`config.mk`:
```
export PLATFORM = sky130hd
export DESIGN_NAME = neopix_frame_sequencer
export DESIGN_NICKNAME = d
export VERILOG_FILES = /design/src/rtl/neopix_frame_sequencer.sv
export SDC_FILE = /design/constraint.sdc
export NUM_CORES = 1
export LEC_CHECK = 0
export CAP_MARGIN = 30
export CORE_ASPECT_RATIO = 1.1
export CORE_UTILIZATION = 54
export CTS_BUF_LIST = sky130_fd_sc_hd__clkbuf_8
export DETAILED_ROUTE_END_ITERATION = 7
export MAX_ROUTING_LAYER = met4
export PLACE_DENSITY_LB_ADDON = 0.3
export SETUP_SLACK_MARGIN = 0.5
export SLEW_MARGIN = 25
export SYNTH_ARGS = -nofsm -noshare
export SYNTH_HDL_FRONTEND = slang
export SYNTH_SLANG_ARGS = --single-unit
export TNS_END_PERCENT = 20
```
`constraint.sdc`:
```
create_clock -name clock -period 4.15 [get_ports clock]
set_input_delay 0.6225 -clock clock [delete_from_list [all_inputs] [get_ports clock]]
set_output_delay 0.6225 -clock clock [all_outputs]
set_load 0.1 [all_outputs]
```
`src/rtl/neopix_frame_sequencer.sv`:
```
// Frame sequencer for the NeoPixel output path. It walks the pixel memory,
// hands each GRB word to the serializer, waits for the line to drain, then
// holds the latch gap before the next frame may start.
module neopix_frame_sequencer #(
    parameter int unsigned NUM_PIXELS   = 60,
    parameter int unsigned ADDR_W       = 6,
    parameter int unsigned RESET_CYCLES = 2500,
    parameter int unsigned FRAME_CYCLES = 833333
) (
    input  logic              clock,
    input  logic              reset,
    input  logic              enable,
    input  logic              frame_req,
    output logic [ADDR_W-1:0] rd_addr,
    input  logic [23:0]       rd_data,
    output logic [23:0]       px_data,
    output logic              px_valid,
    input  logic              px_ready,
    input  logic              ser_idle,
    output logic              busy,
    output logic              frame_done,
    output logic              overrun
);

    localparam int unsigned FT_W = (FRAME_CYCLES > 1) ? $clog2(FRAME_CYCLES) : 1;
    localparam int unsigned LC_W = (RESET_CYCLES > 1) ? $clog2(RESET_CYCLES) : 1;

    localparam logic [ADDR_W-1:0] LAST_IDX = ADDR_W'(NUM_PIXELS - 1);
    localparam logic [FT_W-1:0]   FT_LAST  = FT_W'(FRAME_CYCLES - 1);
    localparam logic [LC_W-1:0]   LC_LAST  = LC_W'(RESET_CYCLES - 1);

    typedef enum logic [2:0] {
        S_IDLE  = 3'd0,
        S_FETCH = 3'd1,
        S_SEND  = 3'd2,
        S_DRAIN = 3'd3,
        S_LATCH = 3'd4
    } state_t;

    state_t            state;
    state_t            state_d;
    logic [FT_W-1:0]   frame_cnt;
    logic [LC_W-1:0]   latch_cnt;
    logic [LC_W-1:0]   latch_cnt_d;
    logic [ADDR_W-1:0] idx;
    logic [ADDR_W-1:0] idx_d;
    logic [ADDR_W-1:0] rd_addr_d;
    logic              pending;
    logic              pending_d;
    logic              px_valid_d;
    logic              busy_d;
    logic              frame_done_d;
    logic              overrun_d;
    logic              first_q;
    logic [23:0]       px_hold;

    logic tick;
    logic req;
    logic start;
    logic last_px;

    assign tick    = (frame_cnt == FT_LAST);
    assign req     = tick | frame_req;
    assign start   = (state == S_IDLE) && enable && (pending || req);
    assign last_px = (idx == LAST_IDX);

    // Memory data arrives on the first SEND cycle; forward it then and hold it afterwards.
    assign px_data = first_q ? rd_data : px_hold;

    // Free-running frame-rate timer, independent of the sequencer state.
    always_ff @(posedge clock or posedge reset) begin
        if (reset) begin
            frame_cnt <= '0;
        end else if (tick) begin
            frame_cnt <= '0;
        end else begin
            frame_cnt <= frame_cnt + FT_W'(1);
        end
    end

    // State register.
    always_ff @(posedge clock or posedge reset) begin
        if (reset) begin
            state <= S_IDLE;
        end else begin
            state <= state_d;
        end
    end

    // Next-state logic.
    always_comb begin
        state_d = state;
        case (state)
            S_IDLE:  if (start) state_d = S_FETCH;
            S_FETCH: state_d = S_SEND;
            S_SEND:  if (px_ready) state_d = last_px ? S_DRAIN : S_FETCH;
            S_DRAIN: if (ser_idle) state_d = S_LATCH;
            S_LATCH: if (latch_cnt == LC_LAST) state_d = S_IDLE;
            default: state_d = S_IDLE;
        endcase
    end

    // Next values for counters, flags and the registered outputs.
    always_comb begin
        pending_d    = pending;
        idx_d        = idx;
        latch_cnt_d  = '0;
        if (start) begin
            pending_d = 1'b0;
        end else if (req) begin
            pending_d = 1'b1;
        end
        if (start) begin
            idx_d = '0;
        end else if ((state == S_SEND) && px_ready && !last_px) begin
            idx_d = idx + ADDR_W'(1);
        end
        if ((state == S_LATCH) && (state_d == S_LATCH)) begin
            latch_cnt_d = latch_cnt + LC_W'(1);
        end
        rd_addr_d    = (state_d == S_FETCH) ? idx_d : rd_addr;
        px_valid_d   = (state_d == S_SEND);
        busy_d       = (state_d != S_IDLE);
        frame_done_d = (state_d == S_LATCH) && (latch_cnt_d == LC_LAST);
        overrun_d    = req && (state != S_IDLE);
    end

    // Datapath and output registers.
    always_ff @(posedge clock or posedge reset) begin
        if (reset) begin
            pending    <= 1'b0;
            idx        <= '0;
            latch_cnt  <= '0;
            rd_addr    <= '0;
            px_valid   <= 1'b0;
            busy       <= 1'b0;
            frame_done <= 1'b0;
            overrun    <= 1'b0;
            first_q    <= 1'b0;
            px_hold    <= '0;
        end else begin
            pending    <= pending_d;
            idx        <= idx_d;
            latch_cnt  <= latch_cnt_d;
            rd_addr    <= rd_addr_d;
            px_valid   <= px_valid_d;
            busy       <= busy_d;
            frame_done <= frame_done_d;
            overrun    <= overrun_d;
            first_q    <= (state == S_FETCH);
            if (first_q) begin
                px_hold <= rd_data;
            end
        end
    end

endmodule
```
==> qor.csv <==
stage;metric;value;unit
synthesis;syn_area;0.00350;mm^2
job;maxCapViolCount;0;
hold_path;hp-class;reg2reg;
grt;grt_pass1_vias;2556;
floorplanning;initial_core_util;0.562;
worst_setup_path;worst_ep_arrival_time;1.88;ns
power;leakagePower;0.00206;uW
sta;worst_pin_slew;0.980;ns
sta;fmax;400;MHz
power;p_sw;291;uW
synthesis;synth_seq_area_share;0.551;
worst_setup_path;crit_cells;1;
synthesis;synth.most_common_cell;dfrtp_1;
hold_path;hold_depth;1;
synthesis;yosysUniqueCellTypes;48;
finish;drive_above_1_share;0.190;
detailed_routing;vias_per_cell;5.43;
cts;cts_hold_buf;0;
sta;period_share;0.603;
cts;cts_tree;yes;
detailed_routing;routed_wirelength;6.56;mm
power;power.share.clock;0.436;
worst_setup_path;critPathTopFamily;buffers and inverters;
placed_design;dp_hpwl;4.62;mm
worst_setup_path;r2r_start;idx[0];
finish;num_antenna_cells;0;
synthesis;async_flop_share;1.00;
worst_setup_path;rrSetupSlack;2.12;ns
worst_setup_path;path_cells;clkdlybuf4s50_1;
synthesis;ys.flop_type;dfrtp_1;
floorplanning;die_area;0.00681;mm^2
finish;stdcell_count;475;
synthesis;ys_top_cells_by_area;dfrtp_1 55%, mux2_2 7.7%, xnor2_1 5.3%;
floorplanning;pin_count;64;
synthesis;ys_ff_latch;77;
power;power.density;321;mW/mm^2
floorplanning;num_rows;30;
cts;cts.clk_slew.worst_paths;0.08;ns
detailed_routing;drt_iter0_markers;98;
sta;drv_slew;0;
placed_design;dp_cells;457;
worst_setup_path;path_max_fanout;3;
sta;slew_headroom;0.345;
worst_setup_path;crit_buf_inv;1;
cts;cts-root-buf;clkbuf_8;
cts;clockBufferDepth;2;
synthesis;netlist_top_cells_count;77 x dfrtp_1, 46 x nor2_1, 24 x mux2_2;
power;combPwrFrac;0.037;
cts;clk_latency;0.35;ns
synthesis;synth_area_per_cell;11.0;um^2
finish;area_growth;26.7;%
sta;rsz0062_at_grt;false;
hold_path;min_from;px_hold[23];
worst_setup_path;crit_type;reg2out;
detailed_routing;drc_errors;0;
cts;cts_resized;0;
synthesis;yosysWarnings;0;
power;switching_share;0.204;
worst_setup_path;rr_endpoint;idx[3];
worst_setup_path;worstPathRequired;3.53;ns
floorplanning;core;0.00623;mm^2
floorplanning;die_w;78.8;um
worst_setup_path;cpPeakStageDelay;1.15;ns
cts;cts_inserted_buffers;9;
power;max-vdd-ir-drop;0.191;mV
finish;fin_nets;424;
placed_design;gp_congestion;0.807;
placed_design;portBuffers;63;
power;seqPwrFrac;0.527;
power;intPower;1130;uW
sta;setup_viol;0;
sta;tns;0;ns
cts;clkSinkCount;77;
cts;cts_setup_buffers;0;
floorplanning;fp.dieH;86.4;um
synthesis;synth_fp_nets;351;
detailed_routing;final_antenna_net_count;0;
worst_setup_path;slowest_stage;clkdlybuf4s50_1;
synthesis;synth_cells;317;
run_status;status;completed;
grt;antenna_found_initial;0;
synthesis;synth_top_area_frac;0.551;
worst_setup_path;start_kind;register;
cts;htree_levels;3;
sta;hold_violations;0;
detailed_routing;routedWlPerCell;13.8;um
power;power;1420;uW
grt;grt_pass1_wl;11.3;mm
hold_path;hold_end;px_hold[23];
detailed_routing;vias;2579;
worst_setup_path;reg2reg_depth;6;
grt;grt_max_degree;43;
synthesis;synth_edf_count;0;
synthesis;synth_area_leader_cell;dfrtp_1;
sta;fin_crit;2.50;ns
sta;skew;0.00702;ns
detailed_routing;firstDrtPassIters;7;
grt;grtUsageTotal;0.221;
grt;grt_overflow;0;
worst_setup_path;critPathCaptureType;primary output;
==> layout by cell type, fill, tap and decap left out, types with 2 or more instances in the layout <==
master            n
dfrtp_1          77
nor2_1           46
clkdlybuf4s50_1  39
buf_4            27
mux2_2           24
xnor2_1          21
nand3_1          19
nand2_1          17
inv_1            16
xor2_1           15
clkbuf_8         10
nor3_1            7
nand4_1           7
nor2b_1           4
o221ai_1          4
ha_1              4
nand2b_1          3
o21ai_0           3
o21ai_1           3
and3_1            3
nor4_1            3
nor4b_1           2
or4_1             2
o2111ai_1         2
or3b_1            2
a21oi_1           2
a32oi_1           2
clkinv_2          2
bufinv_16         2
==> per-layer routing <==
metal | wire (um) | track usage
met5 | 0 | -
met4 | 184 | 0.130
met3 | 280 | 0.0379
met2 | 3200 | 0.351
met1 | 2900 | 0.265
==> power by group through the flow <==
stage,sequential (uW),combinational [uW],clock (uW)
4_1_cts,750,51.5,634
5_1_grt,750,59.0,667
3_3_place_gp,765,50.2,0
2_1_floorplan,769,12.2,0
3_5_place_dp,765,51.2,0
6_report,750,53.1,621
==> how the worst max path moves through the flow <==
stage | startpoint | endpoint | slack (ns)
2_1_floorplan | reset | busy | 1.56
3_3_place_gp | first_q | px_data[14] | 1.91
3_5_place_dp | first_q | px_data[11] | 1.87
4_1_cts | first_q | px_data[11] | 1.49
5_1_grt | rd_addr[3] | rd_addr[3] | 1.59
6_report | rd_addr[3] | rd_addr[3] | 1.65
==> cell families after synthesis <==
logic type                 after synthesis  share of synthesized area
AOI/OAI and AO/OA                       26                     0.0597
buffers and inverters                   23                     0.0250
DFF                                     77                      0.551
xor gates and xnor gates                36                     0.0901
and+or+nand+nor                        126                      0.180
adders and majority gates                4                     0.0143
muxes                                   25                     0.0801
==> layout make-up <==
class	count	area, um^2
Sequential cell	77	1930
Tap cell	80	100
Clock inverter	6	86.3
Fill cell	458	1800
Inverter	17	63.8
Multi-Input combinational cell	217	1490
Clock buffer	10	138
Timing Repair Buffer	68	636
==> per-stage QoR <==
step           setup WS [ns]  cell area (um^2)  utilization  hold slack (ns)
2_1_floorplan           1.56              3500            -            0.461
3_3_place_gp            1.91              4170        0.669            0.481
3_5_place_dp            1.87              4170        0.669            0.487
4_1_cts                 1.49              4390        0.705            0.503
5_1_grt                 1.59              4440        0.712            0.510
6_report                1.65              4440        0.712            0.501
==> state kept, by name, indices dropped and copies added, names as in the netlist <==
| signal | cells |
|---|---|
| busy | 1 |
| first_q | 1 |
| frame_cnt | 20 |
| frame_done | 1 |
| idx | 6 |
| latch_cnt | 12 |
| overrun | 1 |
| pending | 1 |
| px_hold | 24 |
| px_valid | 1 |
| rd_addr | 6 |
| state | 3 |
Power figures use the tool's default switching activity.
